===== src/rtl/fetch_unit_if.sv =====
// Bundles the instruction-memory bus, redirect input and decode-side handshake of the fetch stage.
// The master modport is the fetch unit's view; the slave modport is the memory/decode/branch side.
interface fetch_unit_if;
    logic        imem_req;
    logic [31:0] imem_addr;
    logic        imem_ack;
    logic [31:0] imem_rdata;
    logic        redirect;
    logic [31:0] redirect_pc;
    logic        inst_valid;
    logic        inst_ready;
    logic [31:0] inst_out;
    logic [31:0] inst_pc;

    modport master (
        output imem_req, imem_addr, inst_valid, inst_out, inst_pc,
        input  imem_ack, imem_rdata, redirect, redirect_pc, inst_ready
    );

    modport slave (
        input  imem_req, imem_addr, inst_valid, inst_out, inst_pc,
        output imem_ack, imem_rdata, redirect, redirect_pc, inst_ready
    );
endinterface


===== src/rtl/fetch_unit.sv =====
// Instruction fetch stage: word-indexed PC, single outstanding imem request, prefetch FIFO
// feeding decode, and branch/jump redirect that flushes the buffer and restarts fetching.
module fetch_unit #(
    parameter int          DEPTH    = 4,
    parameter logic [31:0] RESET_PC = 32'h0000_0000
) (
    input logic          clk,
    input logic          rst,
    fetch_unit_if.master bus
);
    localparam int PW = $clog2(DEPTH);
    localparam int CW = PW + 1;

    typedef enum logic [1:0] {IDLE, WAIT, DROP} state_t;

    state_t        state, state_n;
    logic          req_q, req_n;
    logic [31:0]   addr_q, addr_n;
    logic [31:0]   fetch_pc, fetch_pc_n;
    logic [31:0]   mem_inst [DEPTH];
    logic [31:0]   mem_pc   [DEPTH];
    logic [PW-1:0] rd_ptr, wr_ptr;
    logic [CW-1:0] count;
    logic [CW:0]   count_after;
    logic          ack, pop, push, flush;

    assign ack         = req_q & bus.imem_ack;
    assign pop         = (count != '0) & bus.inst_ready;
    assign count_after = {1'b0, count} + (CW+1)'(1) - (CW+1)'(pop);

    // Redirect overrides everything; an in-flight request that cannot be withdrawn is
    // parked in DROP so its data is thrown away when it finally arrives.
    always_comb begin
        state_n    = state;
        req_n      = req_q;
        addr_n     = addr_q;
        fetch_pc_n = fetch_pc;
        push       = 1'b0;
        flush      = 1'b0;
        if (bus.redirect) begin
            flush      = 1'b1;
            fetch_pc_n = bus.redirect_pc;
            if (state == IDLE || ack) begin
                req_n   = 1'b1;
                addr_n  = bus.redirect_pc;
                state_n = WAIT;
            end else begin
                state_n = DROP;
            end
        end else begin
            case (state)
                IDLE: begin
                    if (count < CW'(DEPTH)) begin
                        req_n   = 1'b1;
                        addr_n  = fetch_pc;
                        state_n = WAIT;
                    end
                end
                WAIT: begin
                    if (ack) begin
                        push       = 1'b1;
                        fetch_pc_n = addr_q + 32'd1;
                        if (count_after < (CW+1)'(DEPTH)) begin
                            addr_n = addr_q + 32'd1;
                        end else begin
                            req_n   = 1'b0;
                            state_n = IDLE;
                        end
                    end
                end
                DROP: begin
                    if (ack) begin
                        addr_n  = fetch_pc;
                        state_n = WAIT;
                    end
                end
                default: state_n = IDLE;
            endcase
        end
    end

    always_ff @(posedge clk) begin
        if (rst) begin
            state    <= IDLE;
            req_q    <= 1'b0;
            addr_q   <= RESET_PC;
            fetch_pc <= RESET_PC;
        end else begin
            state    <= state_n;
            req_q    <= req_n;
            addr_q   <= addr_n;
            fetch_pc <= fetch_pc_n;
        end
    end

    // A pop on the redirect cycle still counts as delivered; the flush simply empties what remains.
    always_ff @(posedge clk) begin
        if (rst || (flush && !rst)) begin
            rd_ptr <= '0;
            wr_ptr <= '0;
            count  <= '0;
        end else begin
            if (push) wr_ptr <= wr_ptr + PW'(1);
            if (pop)  rd_ptr <= rd_ptr + PW'(1);
            count <= count + CW'(push) - CW'(pop);
        end
    end

    always_ff @(posedge clk) begin
        if (push) begin
            mem_inst[wr_ptr] <= bus.imem_rdata;
            mem_pc[wr_ptr]   <= addr_q;
        end
    end

    assign bus.imem_req   = req_q;
    assign bus.imem_addr  = addr_q;
    assign bus.inst_valid = (count != '0);
    assign bus.inst_out   = mem_inst[rd_ptr];
    assign bus.inst_pc    = mem_pc[rd_ptr];
endmodule

===== src/flat_wrapper.sv =====
// flat-port wrapper written by rule: the top's interface ports become plain ports
module fetch_unit_flat 
#(
    parameter int          DEPTH    = 4,
    parameter logic [31:0] RESET_PC = 32'h0000_0000
)
  (clk, rst, bus_imem_req, bus_imem_addr, bus_inst_valid, bus_inst_out, bus_inst_pc, bus_imem_ack, bus_imem_rdata, bus_redirect, bus_redirect_pc, bus_inst_ready);
  fetch_unit_if bus_i ();
  input logic clk;
  input logic rst;
  output wire logic [$bits(bus_i.imem_req)-1:0] bus_imem_req;
  output wire logic [$bits(bus_i.imem_addr)-1:0] bus_imem_addr;
  output wire logic [$bits(bus_i.inst_valid)-1:0] bus_inst_valid;
  output wire logic [$bits(bus_i.inst_out)-1:0] bus_inst_out;
  output wire logic [$bits(bus_i.inst_pc)-1:0] bus_inst_pc;
  input wire logic [$bits(bus_i.imem_ack)-1:0] bus_imem_ack;
  input wire logic [$bits(bus_i.imem_rdata)-1:0] bus_imem_rdata;
  input wire logic [$bits(bus_i.redirect)-1:0] bus_redirect;
  input wire logic [$bits(bus_i.redirect_pc)-1:0] bus_redirect_pc;
  input wire logic [$bits(bus_i.inst_ready)-1:0] bus_inst_ready;
  assign bus_imem_req = bus_i.imem_req;
  assign bus_imem_addr = bus_i.imem_addr;
  assign bus_inst_valid = bus_i.inst_valid;
  assign bus_inst_out = bus_i.inst_out;
  assign bus_inst_pc = bus_i.inst_pc;
  assign bus_i.imem_ack = bus_imem_ack;
  assign bus_i.imem_rdata = bus_imem_rdata;
  assign bus_i.redirect = bus_redirect;
  assign bus_i.redirect_pc = bus_redirect_pc;
  assign bus_i.inst_ready = bus_inst_ready;
  fetch_unit #(.DEPTH(DEPTH), .RESET_PC(RESET_PC)) u_core (.clk(clk), .rst(rst), .bus(bus_i));
endmodule

===== config.mk =====
export PLATFORM = sky130hd
export DESIGN_NAME = fetch_unit_flat
export DESIGN_NICKNAME = d
export VERILOG_FILES = /design/src/rtl/fetch_unit_if.sv /design/src/rtl/fetch_unit.sv /design/src/flat_wrapper.sv
export SDC_FILE = /design/constraint.sdc
export NUM_CORES = 1
export LEC_CHECK = 0
export CORE_MARGIN = 4
export CORE_UTILIZATION = 50
export DETAILED_ROUTE_END_ITERATION = 10
export PLACE_DENSITY = 0.77
export SYNTH_ARGS = -nofsm -noshare
export SYNTH_HDL_FRONTEND = slang
export SYNTH_SLANG_ARGS = --single-unit

===== constraint.sdc =====
create_clock -name clk -period 3.78 [get_ports clk]
set_input_delay 0.756 -clock clk [delete_from_list [all_inputs] [get_ports clk]]
set_output_delay 0.756 -clock clk [all_outputs]
set_load 0.05 [all_outputs]

Word level (Yosys, flattened, before mapping)
Memory sizes are Yosys's and may differ from the RTL's. A register that Yosys moved wholly into a read port is not among the register bits.
Index checks and enable logic that the tools add are counted.
Widths: inputs -> output; s select.
{"block": "op_classes", "n_addsub": 7, "n_eq_ne": 8, "n_lt_le_gt_ge": 2, "reduce_logical": 14, "mux": 33, "bitwise_logic": 2}
{"cell": "$mux 32", "n": 9}
{"cell": "$pmux 32 s3", "n": 1}
{"cell": "$add 32x1->32 const B", "n": 1}
{"cell": "$mux 2", "n": 10}
{"cell": "$mux 1", "n": 11}
{"cell": "$ne 3x2->1 const B", "n": 3}
{"cell": "$ne 3x3->1 const B", "n": 2}
{"cell": "$pmux 2 s3", "n": 1}
{"cell": "$reduce_and 6->1", "n": 1}
{"cell": "$reduce_bool 3->1", "n": 2}
{"cell": "$reduce_and 5->1", "n": 1}
{"cell": "$add 2x1->2 const B", "n": 2}
{"cell": "$add 3x1->4 const B", "n": 1}
{"cell": "$lt 4x3->1 const B", "n": 1}
{"cell": "$reduce_and 4->1", "n": 1}
{"cell": "$reduce_bool 2->1", "n": 2}
{"cell": "$reduce_bool 4->1", "n": 1}
{"cell": "$sub 4x1->4", "n": 1}
{"cell": "$add 3x1->3", "n": 1}
{"cell": "$lt 3x3->1 const B", "n": 1}
{"cell": "$sub 3x1->3", "n": 1}
{"cell": "$and 1x1->1", "n": 2}
{"cell": "$eq 2x1->1 const B", "n": 1}
{"cell": "$eq 2x2->1 const B", "n": 1}
{"cell": "7 further kinds", "n": 8}
{"block": "word_totals", "inputBits": 69, "ram_bits": 256, "reg_bits": 74, "wordCells": 75, "memories": 2, "output_inout_bits": 98}
{"name": "u_core.mem_inst", "depth": 4, "word_bits": 32, "read_ports": 1, "rd_ports_with_merged_regs": 1, "wr": 1, "line": "fetch_unit.sv:20", "text": "logic [31:0] mem_inst [DEPTH];"}
{"name": "u_core.mem_pc", "depth": 4, "word_bits": 32, "read_ports": 1, "rd_ports_with_merged_regs": 1, "wr": 1, "line": "fetch_unit.sv:21", "text": "logic [31:0] mem_pc [DEPTH];"}

Logic depth before layout (Yosys ltp)
Gate-level depths: netlist (run 1).
{"block": "logic_depth", "ltp_word": 8, "mapped_depth": 12, "mapped_depth_nobuf": 9}

Worst setup path before layout (run 1)
OpenSTA, ideal clock, no wires.
{"block": "synth_timing", "kind": "in2reg", "start": "input port bus_redirect", "end": "memory u_core.mem_inst[1][0] (enable)", "arrival_time_ps": 3263, "setup_slack_ps": 88, "required_time_ps": 3351, "stages": 7, "setup_ps": 429, "cell_sequence": "clkbuf_1 > inv_1 > clkbuf_1 > nand2_1 > inv_1 > clkbuf_1 > and2_1"}
{"block": "synth_between", "elab_chain_cells": 3}
{"element": "start, declared", "line": "flat_wrapper.sv:18", "text": "input wire logic [$bits(bus_i.redirect)-1:0] bus_redirect;"}
{"element": "$mux 1", "line": "fetch_unit.sv:40", "text": "if (bus.redirect) begin"}
{"element": "$mux 1", "line": "fetch_unit.sv:110", "text": "if (push) begin"}
{"element": "$mux 1 (implied by the code)", "line": "fetch_unit.sv:111", "text": "mem_inst[wr_ptr] <= bus.imem_rdata;"}
{"element": "end, declared", "line": "fetch_unit.sv:20"}
No other way between the ends.

==> run_results.csv, run 1 <==
group,metric,value,unit
status,status,"finished clean",
drt,routed_wl,32.2,mm
cells_and_area,fin_nets,1200,
hold_path,min_path_cells,2,
sta,drv_slew,0,
hold_path,worstHoldStart,"u_core.fetch_pc[4]",
grt,grt_pass1_vias,8881,
drt,vias_per_cell,5.88,
placed_design,dpl.hpwl,20.7,mm
worst_setup_path,end_kind,"primary output",
sta,slew_headroom,30.8,%
floorplanning,coreArea,27100,um2
placed_design,gp_congestion,0.849,
logic_synthesis,synth_edf_count,256,
drt,num_vias,8945,
worst_setup_path,cp-start-kind,"flop",
logic_synthesis,synth_common_cells,"256 x edfxtp_1, 76 x dfxtp_1, 64 x mux4_2, 55 x nand2_1, 53 x o21ai_0",
logic_synthesis,synth.largest_area_cell,"edfxtp_1",
grt,grt_use_total,21.1,%
drt,drc,0,
grt,grt_max_degree,51,
cells_and_area,design_area,17200,um2
drt,drt-initial-drc-count,947,
power_and_ir_drop,powerDensity,538,nW/um2
drt,antenna_left,0,
hold_path,min_to,"u_core.fetch_pc[4]",
logic_synthesis,syn_area,13800,um2
placed_design,place_inst,1457,
clocking,root_buffer,"clkbuf_16",
clocking,tritoncts,"yes",
floorplanning,fp.dieW,174,um
logic_synthesis,synth-seq-cells,332,
clocking,cts_buffer_depth,3,
sta,rsz0062_at_grt,"false",
job,cap_viol_max_count,0,
logic_synthesis,synth_cell_types,65,
floorplanning,rows,60,
logic_synthesis,synth.most_common_cell,"edfxtp_1",
floorplanning,die_h,174,um
sta,min_period,3.44,ns
cells_and_area,regArea,9220,um2
hold_path,min_path_type,"reg -> reg",
worst_setup_path,r2r_cells,8,
logic_synthesis,ys_async_sr_fraction,0,%
placed_design,io_buffers,166,
cells_and_area,multi_input_comb_area,4260,um2
sta,fmax,290,MHz
logic_synthesis,synth_cells,951,
sta,hold_viol_final,0,
clocking,clk_pin_slew,0.06,ns
floorplanning,start_util,51.1,%
worst_setup_path,regToRegSetupSlack,1.21,ns
logic_synthesis,yosys-top-cells-area,"edfxtp_1 56%, dfxtp_1 11%, mux4_2 10%, o21ai_0 1.9%, a21oi_1 1.6%",
worst_setup_path,arrival,2.69,ns
sta,skew,0.0115,ns
logic_synthesis,avgSynthCellArea,14.6,um2
sta,finalSetupViolCount,0,
logic_synthesis,ys_warn_count,0,
worst_setup_path,critPathMaxFanout,25,
clocking,cts.sinks,332,
logic_synthesis,ys_seq_area_share,66.5,%
sta,worst_slew_pin_slew,1.03,ns
clocking,htreeDepth,2,
floorplanning,ioPinCount,167,
sta,fin_setup_tns,0,ns
logic_synthesis,syn-num-nets,1029,
worst_setup_path,cp.required,3.02,ns
worst_setup_path,r2r_end,"u_core.bus.imem_addr[28]",
sta,worst_hold_slack,0.462,ns
clocking,ctsHoldBuffers,0,
sta,finalCritPeriodShare,91.1,%
drt,wl_per_cell,21.2,um
clocking,clk_latency,0.50,ns
clocking,cts_setup_buffers,0,
clocking,numCtsBuffers,35,
grt,grt_overflow,0,
worst_setup_path,reg2reg_from,"u_core.count[1]",
clocking,ctsResizeCount,0,
power_and_ir_drop,ir_drop,250,uV
cells_and_area,drive_above_1_share,14.3,%
floorplanning,die-area,30400,um2
worst_setup_path,worst-setup-path-type,"reg -> out",
cells_and_area,fin_util,63.6,%
logic_synthesis,synth_top_flop_cell,"edfxtp_1",
logic_synthesis,yosysTopAreaCellShare,55.5,%
grt,grt_pass1_wl,50.9,mm
power_and_ir_drop,power_leakage,5.59,nW
grt,antenna_found_initial,1,
cells_and_area,syn_to_final_growth,24.4,%
cells_and_area,fillerInstances,1976,
placed_design,place_area,16100,um2
drt,dr.pass1.iters,5,
cells_and_area,final_cells,1520,
[critical path, stage by stage (launching register included)]
cell             delay [ns]
dfxtp_4                0.59
buf_12                 0.28
mux4_2                 0.57
clkdlybuf4s50_1        0.73
[state kept, by name (all words and copies together) (netlist names), named ones only]
register	count
u_core.bus.imem_req	1
u_core.count	3
u_core.fetch_pc	32
u_core.state	2
u_core.mem_inst	128
u_core.mem_pc	128
u_core.wr_ptr	2
u_core.bus.imem_addr	32
u_core.rd_ptr	2
[kinds of logic (layout without fill, tap and decap cells)]
logic type	count (synthesis)	count (layout)	synth area share, %
buffers and inverters	99	294	2.80
DFF	332	332	66.5
xor gates and xnor gates	31	31	1.96
AOI/OAI and AO/OA	194	194	9.05
other	0	2	0
adders and majority gates	9	9	0.868
muxes	68	68	10.7
and+or+nand+nor	218	218	8.07
[per-stage QoR]
stage / setup slack, ns / total power [mW]
2_1_floorplan: 0.0880 / 5.31
3_3_place_gp: 0.660 / 5.88
3_5_place_dp: 0.623 / 5.91
4_1_cts: 0.285 / 9.33
5_1_grt: 0.222 / 9.63
6_report: 0.336 / 9.27
[layout make-up]
type / instances / area share, %
antenna: 2 / 0.0291
clock buffer: 47 / 5.59
clock inverter: 14 / 1.10
inverter: 31 / 0.676
multi-input combinational: 520 / 24.7
sequential: 332 / 53.5
tap: 372 / 2.70
timing repair buffer: 202 / 11.7
[how the worst max path moves through the flow]
stage                     cells past startpoint                       end  slack [ns]
after floorplan                               7     u_core.mem_inst[1][0]        0.09
final                                         3           bus_inst_pc[16]        0.34
after global routing                          3            bus_inst_pc[0]        0.22
after detailed placement                      8  u_core.bus.imem_addr[28]        0.62
after CTS                                     3           bus_inst_pc[16]        0.28
after global placement                        8  u_core.bus.imem_addr[28]        0.66
[metal layers]
| layer | GRT usage [%] | share of wire (%) | vias up |
|---|---|---|---|
| li1 | - | - | 4070 |
| met1 | 30.5 | 42 | 4390 |
| met2 | 33.2 | 48 | 434 |
| met3 | 4.15 | 8.7 | 51 |
| met4 | 5.61 | 1.8 | 0 |
| met5 | 0 | 0 | - |
[cell usage in the layout (no fill, tap or decap), types with 8 or more instances in the layout]
cell / n
edfxtp_1: 256
clkdlybuf4s50_1: 165
dfxtp_1: 74
mux4_2: 64
nand2_1: 55
o21ai_0: 53
a21oi_1: 45
nor2_1: 42
clkbuf_16: 37
inv_1: 31
nand3_1: 30
buf_4: 29
xnor2_1: 21
a221oi_1: 16
a31oi_1: 14
nor3_1: 14
nand4_1: 13
a211oi_1: 11
o31ai_1: 11
nor4_1: 10
xor2_1: 10
clkbuf_1: 10
and3_1: 9
o211ai_1: 9
ha_1: 8
[report_power, final]
group / switching, mW / internal [mW]
clock: 1.30 / 2.12
combinational: 0.944 / 0.557
sequential: 0.213 / 4.13
Note: power is estimated with default switching activity, not from simulation.
==> run 2: changes to the inputs <==
--- a/config.mk
+++ b/config.mk
@@ -5,6 +5,7 @@
 export SDC_FILE = /design/constraint.sdc
 export NUM_CORES = 1
 export LEC_CHECK = 0
+export ABC_AREA = 0
 export CORE_MARGIN = 4
 export CORE_UTILIZATION = 50
 export DETAILED_ROUTE_END_ITERATION = 10
@@ -12,3 +13,4 @@
 export SYNTH_ARGS = -nofsm -noshare
 export SYNTH_HDL_FRONTEND = slang
 export SYNTH_SLANG_ARGS = --single-unit
+export TNS_END_PERCENT = 20
==> constraint.sdc (replaced) <==
create_clock -name clk -period 2.9 [get_ports clk]
set_input_delay 0.58 -clock clk [delete_from_list [all_inputs] [get_ports clk]]
set_output_delay 0.58 -clock clk [all_outputs]
set_load 0.05 [all_outputs]
==> run_results.csv, run 2 (synthesis gave the netlist of run 1 again) <==
group,metric,value,unit
floorplanning,start_util,51.1,%
worst_setup_path,worst-setup-path-type,"reg -> out",
power_and_ir_drop,power_leakage,5.72,nW
cells_and_area,multi_input_comb_area,4260,um2
worst_setup_path,cpMaxStageDelayCell,"mux4_2",
worst_setup_path,end_kind,"primary output",
sta,min_period,2.73,ns
placed_design,place_inst,1467,
drt,wl_per_cell,21.3,um
cells_and_area,fillerInstances,1934,
power_and_ir_drop,p_sw_share,27.3,%
grt,grt_pass1_wl,51.5,mm
sta,skew,0.0172,ns
sta,worst_hold_slack,0.453,ns
grt,grt_pass1_vias,8979,
power_and_ir_drop,p_sw,3.30,mW
cells_and_area,regArea,9220,um2
cells_and_area,drive_above_1_share,20.9,%
clocking,ctsHoldBuffers,0,
cells_and_area,fin_nets,1211,
floorplanning,ioPinCount,167,
power_and_ir_drop,intPower,8.78,mW
cells_and_area,fin_util,63.7,%
grt,grt_use_total,21.4,%
floorplanning,die-area,30400,um2
worst_setup_path,crit_chain,"buf_12 > mux4_2 > buf_4",
sta,finalSetupViolCount,0,
worst_setup_path,critPathMaxFanout,22,
floorplanning,fp.dieW,174,um
worst_setup_path,cp.required,2.32,ns
drt,routed_wl,32.6,mm
clocking,cts_buffer_depth,3,
cells_and_area,syn_to_final_growth,24.7,%
power_and_ir_drop,powerDensity,700,nW/um2
power_and_ir_drop,seqPwrFrac,46.6,%
floorplanning,coreArea,27100,um2
drt,antenna_left,0,
sta,hold_viol_final,0,
clocking,tritoncts,"yes",
clocking,root_buffer,"clkbuf_16",
placed_design,io_buffers,166,
grt,antenna_found_initial,0,
clocking,numCtsBuffers,36,
power_and_ir_drop,comb_power_share,16.4,%
drt,drt-initial-drc-count,1079,
cells_and_area,final_common_cell,"edfxtp_1",
sta,fmax,367,MHz
floorplanning,rows,60,
status,status,"finished clean",
cells_and_area,final_cells,1533,
clocking,cts_setup_buffers,0,
clocking,clk_latency,0.52,ns
placed_design,gp_congestion,0.861,
sta,slew_headroom,35.4,%
floorplanning,die_h,174,um
drt,num_vias,9087,
hold_path,worstHoldStart,"u_core.fetch_pc[8]",
placed_design,post-place-ws,0.177,ns
sta,rsz0062_at_grt,"false",
clocking,cts.sinks,332,
drt,vias_per_cell,5.93,
sta,finalCritPeriodShare,94.0,%
worst_setup_path,critPathTopFamily,"multiplexers",
sta,fin_ws,0.173,ns
clocking,htreeDepth,2,
worst_setup_path,max_stage_delay,0.58,ns
power_and_ir_drop,p_clk_share,37.0,%
hold_path,min_path_type,"reg -> reg",
drt,drc,0,
cells_and_area,layout_common_cells,"256 x edfxtp_1, 101 x clkdlybuf4s50_1, 94 x buf_4, 74 x dfxtp_1, 64 x mux4_2",
grt,grt_overflow,0,
worst_setup_path,arrival,2.15,ns
worst_setup_path,reg2reg_from,"u_core.bus.imem_addr[1]",
sta,fin_setup_tns,0,ns
clocking,clk_pin_slew,0.06,ns
sta,drv_slew,0,
power_and_ir_drop,ir_drop,435,uV
placed_design,dpl.hpwl,21.2,mm
grt,grt_max_degree,52,
worst_setup_path,cp-start-kind,"flop",
cells_and_area,reg_top3,"u_core.mem_inst: 128 flops, u_core.mem_pc: 128 flops",
job,cap_viol_max_count,0,
sta,worst_slew_pin_slew,0.966,ns
drt,dr.pass1.iters,6,
worst_setup_path,path_buf_inv,2,
clocking,ctsResizeCount,0,
-- run 2: changes by cell type in the layout (fill, tap and decap cells not counted), sizes merged --
cell,before,now
bufinv,5,3
buf,37,111
inv,31,32
clkinvlp,0,2
diode,2,1
clkinv,9,11
clkbuf,47,48
clkdlybuf4s50,165,101
-- run 2: per-layer routing --
| metal | GRT usage, % | vias up | routed length (um) |
|---|---|---|---|
| met2 | 33.7 | 448 | 15300 |
| met5 | 0 | - | 0 |
| met3 | 3.52 | 50 | 2590 |
| met4 | 6.24 | 0 | 770 |
| met1 | 31.3 | 4494 | 14000 |
| li1 | - | 4095 | - |
-- run 2: final cells by class --
| class | count | share of cell area (%) |
|---|---|---|
| flip-flops and latches | 332 | 53.4 |
| inverters | 31 | 0.674 |
| diodes | 1 | 0.0145 |
| clock buffers | 48 | 5.73 |
| multi-input cells | 520 | 24.7 |
| repair buffers | 212 | 11.8 |
| well taps | 372 | 2.70 |
| clock inverters | 17 | 1.01 |
-- run 2: worst paths after layout --
kind,endpoint,slack (ns),cells past startpoint
max,bus_inst_pc[12],0.17,3
min,u_core.fetch_pc[8],0.45,2
max reg2reg,u_core.fetch_pc[14],0.47,6
min reg2reg,u_core.fetch_pc[8],0.45,2
-- run 2: worst register-to-register path, cell delays in order, from the launching register on --
cell and delay, ns:
dfxtp_1 0.56, ha_1 0.32, and3_2 0.27, nand2_1 0.17, nor4_1 0.55, xnor2_1 0.15
a221oi_1 0.31
-- run 2: power by group through the flow --
| stage | sequential, mW | clock, mW | combinational (mW) |
|---|---|---|---|
| after floorplan | 5.90 | 0 | 1.02 |
| after global placement | 5.71 | 0 | 1.94 |
| after detailed placement | 5.73 | 0 | 1.97 |
| after CTS | 5.63 | 4.56 | 1.98 |
| after global routing | 5.67 | 4.77 | 2.10 |
| final | 5.64 | 4.47 | 1.98 |
-- run 2: stage by stage --
step / power, mW / cell area (um2)
after global placement: 7.66 / 16100
after detailed placement: 7.70 / 16100
after floorplan: 6.93 / 13800
after global routing: 12.5 / 17300
after CTS: 12.2 / 17300
final: 12.1 / 17300
